--- config.mk ---
export PLATFORM = sky130hd
export DESIGN_NAME = tick_bcd_counter
export DESIGN_NICKNAME = d
export VERILOG_FILES = /design/src/rtl/tick_bcd_counter.sv
export SDC_FILE = /design/constraint.sdc
export NUM_CORES = 1
export LEC_CHECK = 0
export CORE_MARGIN = 5
export CORE_UTILIZATION = 44
export DETAILED_ROUTE_END_ITERATION = 7
export MAX_ROUTING_LAYER = met4
export PLACE_DENSITY_LB_ADDON = 0.15
export SLEW_MARGIN = 20
export SYNTH_ARGS = -nofsm -noshare
export SYNTH_HDL_FRONTEND = slang
export SYNTH_SLANG_ARGS = --single-unit
--- constraint.sdc ---
create_clock -name clk -period 1.9 [get_ports clk]
set_input_delay 0.38 -clock clk [delete_from_list [all_inputs] [get_ports clk]]
set_output_delay 0.38 -clock clk [all_outputs]
set_load 0.01 [all_outputs]
--- src/rtl/tick_bcd_counter.sv ---
// Edge-triggered 4-digit BCD up/down counter with an optional multiplexed
// active-low 7-segment scan, compiled in with TICK_BCD_DISPLAY_EN.
module tick_bcd_counter #(
    parameter int unsigned SCAN_DIV = 100000
) (
    input  logic        clk,
    input  logic        rst,
    input  logic        divided_clk,
    input  logic        en,
    input  logic        up,
    input  logic        clr,
    output logic [15:0] bcd,
    output logic        tick,
    output logic        rollover,
    output logic [3:0]  an,
    output logic [6:0]  seg
);

    logic        r_prev;
    logic [15:0] r_bcd;
    logic        r_tick;
    logic        r_rollover;
    logic        w_rise;
    logic [15:0] w_next;
    logic        w_wrap;

    assign w_rise = divided_clk & ~r_prev;

    // Carry/borrow ripples through all digits; a carry out of the top digit is the wrap.
    always_comb begin
        logic [3:0] w_dig;
        w_next = r_bcd;
        w_wrap = 1'b1;
        for (int unsigned i = 0; i < 4; i++) begin
            w_dig = r_bcd[4*i +: 4];
            if (w_wrap) begin
                if (up) begin
                    if (w_dig == 4'd9) begin
                        w_next[4*i +: 4] = 4'd0;
                    end else begin
                        w_next[4*i +: 4] = w_dig + 4'd1;
                        w_wrap           = 1'b0;
                    end
                end else begin
                    if (w_dig == 4'd0) begin
                        w_next[4*i +: 4] = 4'd9;
                    end else begin
                        w_next[4*i +: 4] = w_dig - 4'd1;
                        w_wrap           = 1'b0;
                    end
                end
            end
        end
    end

    always_ff @(posedge clk) begin
        r_prev <= divided_clk;
        if (rst || clr) begin
            r_bcd      <= '0;
            r_tick     <= 1'b0;
            r_rollover <= 1'b0;
        end else if (w_rise && en) begin
            r_bcd      <= w_next;
            r_tick     <= 1'b1;
            r_rollover <= w_wrap;
        end else begin
            r_tick     <= 1'b0;
            r_rollover <= 1'b0;
        end
    end

    assign bcd      = r_bcd;
    assign tick     = r_tick;
    assign rollover = r_rollover;

`ifdef TICK_BCD_DISPLAY_EN
    logic [19:0] r_pre;
    logic [1:0]  r_idx;
    logic [6:0]  r_seg;
    logic [3:0]  w_nib;
    logic [6:0]  w_seg;

    always_ff @(posedge clk) begin
        if (rst) begin
            r_pre <= '0;
            r_idx <= '0;
        end else if (r_pre == 20'(SCAN_DIV - 1)) begin
            r_pre <= '0;
            r_idx <= r_idx + 2'd1;
        end else begin
            r_pre <= r_pre + 20'd1;
        end
    end

    assign w_nib = r_bcd[4*r_idx +: 4];

    always_comb begin
        w_seg = 7'b1111111;
        case (w_nib)
            4'd0: w_seg = 7'b1000000;
            4'd1: w_seg = 7'b1111001;
            4'd2: w_seg = 7'b0100100;
            4'd3: w_seg = 7'b0110000;
            4'd4: w_seg = 7'b0011001;
            4'd5: w_seg = 7'b0010010;
            4'd6: w_seg = 7'b0000010;
            4'd7: w_seg = 7'b1111000;
            4'd8: w_seg = 7'b0000000;
            4'd9: w_seg = 7'b0010000;
            default: w_seg = 7'b1111111;
        endcase
    end

    always_ff @(posedge clk) begin
        if (rst) begin
            r_seg <= 7'b1000000;
        end else begin
            r_seg <= w_seg;
        end
    end

    assign an  = ~(4'b0001 << r_idx);
    assign seg = r_seg;
`else
    assign an  = 4'b1111;
    assign seg = 7'b1111111;
`endif

endmodule

==> results.json, run 1 <==
{
  "status": "complete, no violations",
  "tightest_slew_ns": 0.507,
  "viasPerCell": 5.35,
  "fillers": 321,
  "setup_viol": 0,
  "p_int_mw": 0.535,
  "yosysSeqAreaShare": 0.267,
  "post-place-ws_ns": -0.452,
  "period_needed_ns": 1.85,
  "drive_gt1_frac": 0.207,
  "cpPeakStageDelay_ns": 0.47,
  "drtAntennaViolNets": 0,
  "p_comb_frac": 0.165,
  "cts_tree": "built",
  "hold_depth": 2,
  "routedWlPerCell_um": 12.7,
  "routed_wl_mm": 3.27,
  "seq_area_um2": 397,
  "r2r_start": "bcd[0]",
  "async_flop_share": 0,
  "synth_top_area_share": 0.267,
  "core-area_mm2": 0.00308,
  "h-tree-depth": 1,
  "netlist_area_mm2": 0.00142,
  "rsz0062_at_grt": "no",
  "grt_max_degree": 20,
  "p_total_mw": 0.726,
  "synth_area_leaders": "dfxtp_1, buf_4, o21ai_0, nor2_1, a21oi_1",
  "ir_worst_vdd_mv": 0.207,
  "fin_ws_ns": 0.0462,
  "p_clk_frac": 0.278,
  "synthFlopType": "dfxtp_1",
  "crit_slowest_cell": "a2111o_1",
  "io_buffers": 23,
  "drcViolationCount": 0,
  "placed_cells": 249,
  "startpoint_type": "input pin",
  "grt_first_pass_wirelength_mm": 5.55,
  "cts.clk_slew.worst_paths_ns": 0.10,
  "synth_top_area_cell": "dfxtp_1",
  "clock_sinks": 19,
  "reg2reg_depth": 4,
  "synth.avg_cell_area_um2": 7.53,
  "finalCritPeriodShare": 0.976,
  "track_usage": 0.161,
  "max_freq_mhz": 539,
  "p_per_area_mw_per_mm2": 417,
  "worst_slew_margin_rel": 0.658,
  "ys_ff_latch": 19,
  "critPathRequiredTime_ns": 2.13,
  "io_pins": 35,
  "clk-insertion-delay-late_ns": 0.29,
  "p_leak_nw": 0.624,
  "slew_viol_final": 0,
  "drt-pass1-iter-count": 4,
  "path_delay_family": "simple AND/OR/NAND/NOR gates",
  "yosys_warnings": 0,
  "vias": 1376,
  "drt_iter0_drc": 58,
  "criticalPathCategory": "in -> reg",
  "arrival_ns": 2.09,
  "antenna_found_initial": 0,
  "num-nets-final": 220,
  "die_width_um": 66.9,
  "endpoint_kind": "register",
  "grt_overflow": 0,
  "syn_inst": 189,
  "grt_pass1_vias": 1210,
  "rows": 20,
  "cts_root_buf": "clkbuf_4",
  "dp_hpwl_mm": 2.35,
  "multi_input_comb_area_um2": 891,
  "ys_types": 48,
  "seqPwrFrac": 0.557,
  "die-area_mm2": 0.00447,
  "numCtsBuffers": 3,
  "place_congestion": 0.837,
  "rrSetupSlack_ns": 0.07,
  "final_util": 0.565,
  "p_switching_mw": 0.191,
  "instances_no_fill": 257,
  "critical_path.max_fanout": 7,
  "fp.dieH_um": 66.9,
  "r2r_end": "bcd[11]",
  "synth-edff-count": 0,
  "syn2layout_area_growth_pct": 22.3,
  "clock_skew_ns": 0.00112,
  "initial_utilization": 0.462,
  "critical_path_buf_inv_count": 1,
  "clockBufferDepth": 2,
  "min_to": "bcd[13]",
  "cap_violations": 0,
  "hp-class": "reg -> reg",
  "antenna_cells": 0,
  "netSwitchingFraction": 0.263,
  "hold_viol": 0,
  "worstPathCellList": "dlygate4sd2_1, or3_4, a2111o_1, or4_4, a21oi_2",
  "hp-start": "bcd[13]"
}
-- cell usage in the layout (no fill, tap or decap), types with 2 or more instances in the layout --
cell type,n
a31oi_1,4
xor2_1,3
nor2b_1,3
mux2i_1,3
xnor2_1,3
o221a_2,2
o22ai_1,3
nor4_1,2
nor2_1,19
nand2_1,10
a22oi_1,2
a21oi_1,10
or2_2,3
clkbuf_4,3
nand3_1,7
a211oi_1,5
conb_1,11
and3_1,4
dfxtp_1,8
dfxtp_2,10
nand4_1,2
o21ai_0,16
o211ai_1,3
inv_1,2
or3_4,2
nor3_1,8
clkdlybuf4s50_1,22
nand3b_1,2
buf_4,18
a21o_1,2
-- synth_stat cells, drive strengths merged (3+ instances only) --
cell type,number
o22ai,3
nand2,10
nor2,19
xnor2,3
a31oi,4
o211ai,3
nor3,8
clkbuf,11
o21ai,16
buf,20
xor2,3
a211oi,5
mux2i,3
or3,3
nor2b,3
and3,4
nand3,7
or2,3
dfxtp,19
a21oi,11
or4,3
-- per-stage QoR --
| step | hold slack [ns] | TNS [ns] | cell area [um^2] |
|---|---|---|---|
| after CTS | 0.575 | 0 | 1710 |
| after global placement | 0.548 | -4.56 | 1660 |
| final | 0.558 | 0 | 1740 |
| after floorplan | 0.408 | 0 | 1470 |
| after global routing | 0.558 | 0 | 1740 |
| after detailed placement | 0.562 | -4.90 | 1660 |
-- power by group through the flow --
stage | Sequential (mW) | Clock (mW) | Combinational (mW)
global route | 0.405 | 0.238 | 0.132
finish | 0.404 | 0.202 | 0.120
floorplan | 0.414 | 0 | 0.0936
global placement | 0.415 | 0 | 0.112
CTS | 0.406 | 0.211 | 0.116
detailed placement | 0.415 | 0 | 0.114
-- cell families after synthesis --
group / after synthesis / share of synthesized area
other: 1 / 0.00264
xor gates and xnor gates: 6 / 0.0369
AOI/OAI and AO/OA: 58 / 0.281
DFF: 19 / 0.267
muxes: 3 / 0.0211
and+or+nand+nor: 69 / 0.250
buffers and inverters: 33 / 0.141
-- repair_timing --
action / in CTS / in global routing
resized for setup: 2 / 11
pin swaps: 2 / 1
endpoints found under the setup margin: 12 / 11
buffers inserted: 2 / 2
cloned: 0 / 0
hold buffers: 0 / 0
-- worst max-delay path by stage --
stage          startpoint  cells after the start      end  slack [ns]
4_1_cts            bcd[2]                      1   bcd[2]        0.01
6_report               up                      5  bcd[11]        0.05
2_1_floorplan      bcd[0]                      6  bcd[11]        0.04
3_3_place_gp           up                      5  bcd[11]       -0.41
5_1_grt            bcd[3]                      5   bcd[5]       0.003
3_5_place_dp           up                      5  bcd[11]       -0.45
-- layer usage --
metal  share of wire  vias to the layer above  GRT usage
met3           0.032                        2     0.0202
met1            0.46                      638      0.197
li1                -                      712          -
met5               0                        -          -
met2            0.50                       24      0.269
met4          0.0083                        0     0.0608
-- cell type report --
cell class / instances / area share
Timing Repair Buffer: 41 / 0.209
Inverter: 2 / 0.00431
Tap cell: 44 / 0.0316
Multi-Input combinational cell: 147 / 0.512
Sequential cell: 19 / 0.228
Clock buffer: 4 / 0.0151
-- worst register-to-register path, cell delays in order (launching register included) --
cell	delay [ns]
dfxtp_4	0.38
or3_4	0.36
a2111o_1	0.47
or4_4	0.44
a21oi_2	0.12
-- state kept, by name, summed over array words and instances (netlist names) --
| name | cells |
|---|---|
| bcd | 16 |
| r_prev | 1 |
| rollover | 1 |
| tick | 1 |
(Power assumes the default switching activity.)
==> run 2: changes to the inputs <==
--- a/config.mk
+++ b/config.mk
@@ -5,8 +5,9 @@
 export SDC_FILE = /design/constraint.sdc
 export NUM_CORES = 1
 export LEC_CHECK = 0
+export CORE_ASPECT_RATIO = 0.5
 export CORE_MARGIN = 5
-export CORE_UTILIZATION = 44
+export CORE_UTILIZATION = 25
 export DETAILED_ROUTE_END_ITERATION = 7
 export MAX_ROUTING_LAYER = met4
 export PLACE_DENSITY_LB_ADDON = 0.15
==> results.json, run 2 (same netlist as run 1, synthesis figures left out) <==
{
  "hp-class": "in -> reg",
  "die-area_mm2": 0.00739,
  "drcViolationCount": 0,
  "whs_ns": 0.479,
  "cts_tree": "built",
  "endpoint_kind": "register",
  "antenna_cells": 0,
  "fin_ws_ns": 0.0459,
  "io_buffers": 23,
  "layout_common_cells": "buf_4, clkdlybuf4s50_1, nor2_1",
  "h-tree-depth": 1,
  "cap_violations": 0,
  "p_switching_mw": 0.237,
  "p_per_area_mw_per_mm2": 521,
  "grt_pass1_vias": 1266,
  "initial_utilization": 0.259,
  "io_pins": 35,
  "place_congestion": 0.791,
  "rsz0062_at_grt": "no",
  "slew_viol_final": 0,
  "critical_path.max_fanout": 3,
  "clock_sinks": 19,
  "startpoint": "up",
  "clockBufferDepth": 2,
  "r2r_end": "bcd[11]",
  "reg2reg_depth": 4,
  "p_clk_frac": 0.455,
  "vias": 1388,
  "criticalPathCategory": "in -> reg",
  "drt_iter0_drc": 47,
  "hp-start": "divided_clk",
  "cts.clk_slew.worst_paths_ns": 0.06,
  "placed_area_mm2": 0.00175,
  "numCtsBuffers": 3,
  "ir_worst_vdd_mv": 0.263,
  "clk-insertion-delay-late_ns": 0.25,
  "max_freq_mhz": 539,
  "status": "complete, no violations",
  "critPathRequiredTime_ns": 2.09,
  "drtAntennaViolNets": 0,
  "final_util": 0.342,
  "fillers": 603,
  "r2r_start": "bcd[3]",
  "finalCritPeriodShare": 0.976,
  "post-place-ws_ns": -0.428,
  "viasPerCell": 4.75,
  "p_total_mw": 0.977,
  "num-nets-final": 226,
  "grt_first_pass_wirelength_mm": 6.33,
  "ctsHoldBuffers": 0,
  "grt_max_degree": 21,
  "clock_skew_ns": 0.00461,
  "startpoint_type": "input pin",
  "final_common_cell": "buf_4",
  "hold_viol": 0,
  "final_cell_area_mm2": 0.00188,
  "p_comb_frac": 0.130,
  "netSwitchingFraction": 0.243,
  "rows": 19,
  "grt_overflow": 0,
  "period_needed_ns": 1.85,
  "syn2layout_area_growth_pct": 31.9,
  "seqPwrFrac": 0.415,
  "arrival_ns": 2.05,
  "track_usage": 0.109,
  "drt-pass1-iter-count": 4,
  "antenna_found_initial": 0,
  "rrSetupSlack_ns": 0.08,
  "setup_viol": 0,
  "dp_hpwl_mm": 2.70,
  "routed_wl_mm": 3.76,
  "routedWlPerCell_um": 12.9,
  "p_leak_nw": 0.676,
  "core-area_mm2": 0.00549,
  "p_int_mw": 0.740,
  "drive_gt1_frac": 0.210,
  "cts_root_buf": "clkbuf_16",
  "largest_reg_flops": 16,
  "crit_end": "bcd[11]",
  "fp.dieH_um": 63.3,
  "die_width_um": 117
}
==> run 2: cell count changes in the layout (fill, tap and decap cells not counted), sizes merged <==
cell and delta:
dlygate4sd2 +1, clkinv +1, clkdlybuf4s15 +1, clkbuf -1
buf +6, clkdlybuf4s50 -2
==> run 2: final cells by class <==
cell class                 count  area [um^2]  share of cell area
inverter                       2         7.51             0.00400
sequential                    19          384               0.205
clock buffer                   3         75.1              0.0400
multi-input combinational    147          901               0.480
tap                           73         91.3              0.0487
timing repair buffer          47          413               0.220
clock inverter                 1         5.00             0.00267
==> run 2: critical path, cell delays in order <==
cell	delay, ns
clkdlybuf4s15_2	0.20
or3_4	0.39
a2111o_1	0.42
or4_4	0.53
a21oi_2	0.13
==> run 2: how the worst min path moves through the flow <==
stage	cells after the start	end	slack [ns]
after detailed placement	2	bcd[6]	0.57
final	2	r_prev	0.48
after global placement	3	bcd[1]	0.58
after CTS	2	r_prev	0.48
after global routing	2	r_prev	0.51
after floorplan	0	r_prev	0.41
==> run 2: repair_timing <==
item | in CTS | in global routing
pin swaps | 5 | 1
endpoints found under the setup margin | 13 | 7
setup buffers | 4 | 0
resized for setup | 7 | 5
gates cloned | 0 | 0
==> run 2: metrics by stage <==
stage,setup TNS [ns],cells
after floorplan,0,199
after global placement,-4.97,284
after detailed placement,-5.43,284
after CTS,0,292
after global routing,0,292
final,0,292
==> run 2: power groups by stage <==
stage	clock network [mW]	logic (mW)	registers, mW
finish	0.445	0.127	0.406
global route	0.482	0.141	0.406
CTS	0.458	0.125	0.406
detailed placement	0	0.120	0.415
global placement	0	0.119	0.415
floorplan	0	0.0936	0.414
==> run 2: routing by layer <==
| metal | part of all wire | up-vias | GRT usage |
|---|---|---|---|
| met2 | 0.43 | 29 | 0.154 |
| met5 | 0 | - | - |
| met4 | 0.011 | 0 | 0.0343 |
| met3 | 0.047 | 2 | 0.0229 |
| met1 | 0.51 | 639 | 0.154 |
| li1 | - | 718 | - |
==> run 3: changes to the inputs <==
--- a/config.mk
+++ b/config.mk
@@ -7,7 +7,7 @@
 export LEC_CHECK = 0
 export CORE_ASPECT_RATIO = 0.5
 export CORE_MARGIN = 5
-export CORE_UTILIZATION = 25
+export CORE_UTILIZATION = 40
 export DETAILED_ROUTE_END_ITERATION = 7
 export MAX_ROUTING_LAYER = met4
 export PLACE_DENSITY_LB_ADDON = 0.15
==> constraint.sdc (replaced) <==
create_clock -name clk -period 1.8 [get_ports clk]
set_input_delay 0.36 -clock clk [delete_from_list [all_inputs] [get_ports clk]]
set_output_delay 0.36 -clock clk [all_outputs]
set_load 0.01 [all_outputs]
==> results.json, run 3 (same netlist as run 1, synthesis figures left out) <==
{
  "status": "complete, but fails checks",
  "violations": "setup timing",
  "h-tree-depth": 1,
  "hp-start": "divided_clk",
  "post-place-ws_ns": -0.510,
  "clockBufferDepth": 2,
  "final_common_cell": "buf_4",
  "critical_path_buf_inv_count": 2,
  "grt_pass1_vias": 1281,
  "routedWlPerCell_um": 12.7,
  "antenna_found_initial": 0,
  "track_usage": 0.152,
  "fillers": 348,
  "cts_root_buf": "clkbuf_8",
  "instances_no_fill": 275,
  "fin_tns_setup_ns": -0.0547,
  "placed_cells": 267,
  "layout_common_cells": "buf_4, clkdlybuf4s50_1, nor2_1",
  "drtAntennaViolNets": 0,
  "rows": 15,
  "r2r_start": "bcd[3]",
  "num-nets-final": 231,
  "endpoint_kind": "register",
  "initial_utilization": 0.414,
  "cts_tree": "built",
  "grt_overflow": 0,
  "placed_area_mm2": 0.00176,
  "final_cell_area_mm2": 0.00188,
  "fp.dieH_um": 52.2,
  "place_congestion": 0.798,
  "antenna_cells": 0,
  "drt-pass1-iter-count": 4,
  "max_freq_mhz": 545,
  "grt_max_degree": 25,
  "grt.met3_usage": 0.0316,
  "critical_path.max_fanout": 4,
  "routed_wl_mm": 3.51,
  "startpoint_type": "input pin",
  "clk-insertion-delay-late_ns": 0.26,
  "hp-class": "in -> reg",
  "rsz0062_at_grt": "yes",
  "critPathRequiredTime_ns": 2.00,
  "io_buffers": 23,
  "path_depth": 6,
  "path_common_cell": "or3_4",
  "numCtsBuffers": 3,
  "viasPerCell": 5.20,
  "grt-busiest-layer": "met2",
  "drt_iter0_drc": 54,
  "largest_reg_flops": 16,
  "r2r_end": "bcd[8]",
  "clock_skew_ns": 0.00344,
  "syn2layout_area_growth_pct": 31.8,
  "rrSetupSlack_ns": -0.03,
  "criticalPathCategory": "in -> reg",
  "p_leak_nw": 0.710,
  "drive_gt1_frac": 0.232,
  "startpoint": "up",
  "die_width_um": 94.3,
  "grt_first_pass_wirelength_mm": 5.82,
  "slew_viol_final": 0,
  "core-area_mm2": 0.00343,
  "die-area_mm2": 0.00492,
  "path_delay_family": "simple AND/OR/NAND/NOR gates",
  "cts.clk_slew.worst_paths_ns": 0.08,
  "fin_ws_ns": -0.0356,
  "io_pins": 35,
  "worstPathCellList": "dlygate4sd2_1, or3_4, a2111o_1, buf_4, or3_4, a21oi_2",
  "ir_worst_vdd_mv": 0.226,
  "p_per_area_mw_per_mm2": 465,
  "vias": 1430,
  "clock_sinks": 19,
  "met1_usage": 0.196,
  "final_util": 0.546,
  "ctsHoldBuffers": 0,
  "met2_usage": 0.246,
  "cpPeakStageDelay_ns": 0.44,
  "finalCritPeriodShare": 1.02,
  "crit_end": "bcd[8]",
  "cap_violations": 0,
  "crit_slowest_cell": "a2111o_1",
  "arrival_ns": 2.03,
  "dp_hpwl_mm": 2.47,
  "setup_viol": 2,
  "period_needed_ns": 1.84,
  "drcViolationCount": 0,
  "hold_viol": 0,
  "reg2reg_depth": 5
}
-- run 3: changes by cell type in the layout (fill, tap and decap cells not counted), sizes merged --
cell and delta:
dlygate4sd2 -1, dlymetal6s2s +2, buf +5, clkdlybuf4s15 -1
-- run 3: how the worst min path moves through the flow --
stage / to / slack [ns] / depth (start not counted)
floorplan: r_prev / 0.39 / 0
detailed placement: bcd[11] / 0.50 / 2
finish: r_prev / 0.34 / 2
CTS: bcd[11] / 0.51 / 2
global route: r_prev / 0.34 / 2
global placement: bcd[11] / 0.50 / 2
-- run 3: metal layers --
layer  part of all wire  wire [um]  vias up
met5                  0          0        -
met3              0.053        187        2
met4             0.0077         27        0
met2               0.46       1610       39
met1               0.48       1680      658
li1                   -          -      731
-- run 3: power breakdown --
part | leakage (nW) | internal [mW] | switching, mW | total, mW
logic | 0.529 | 0.0601 | 0.0760 | 0.136
registers | 0.156 | 0.424 | 0.00311 | 0.427
clock network | 0.0255 | 0.154 | 0.156 | 0.310
total | 0.710 | 0.638 | 0.235 | 0.873
-- run 3: layout make-up --
cell class	count	area (um^2)	area share
multi-input cells	147	906	0.483
repair buffers	52	467	0.249
flip-flops and latches	19	385	0.205
well taps	51	63.8	0.0340
clock buffers	3	41.3	0.0220
inverters	2	7.51	0.00400
clock inverters	1	5.00	0.00267
-- run 3: worst register-to-register path: stages, from the launching register on --
cell,delay [ns]
dfxtp_2,0.32
or3_4,0.38
a2111o_1,0.44
buf_4,0.16
or3_4,0.35
a21oi_2,0.11
-- run 3: what timing repair did --
| item | in CTS | in global routing |
|---|---|---|
| gates resized for setup | 3 | 15 |
| pin swaps | 6 | 7 |
| hold endpoints to repair | 0 | 0 |
| setup endpoints to repair | 13 | 16 |
| buffers inserted | 4 | 0 |
-- run 3: per-stage QoR --
stage / hold slack (ns) / total power, mW
after CTS: 0.512 / 0.874
after global placement: 0.503 / 0.560
final: 0.340 / 0.873
after global routing: 0.337 / 0.919
after floorplan: 0.388 / 0.536
after detailed placement: 0.499 / 0.561
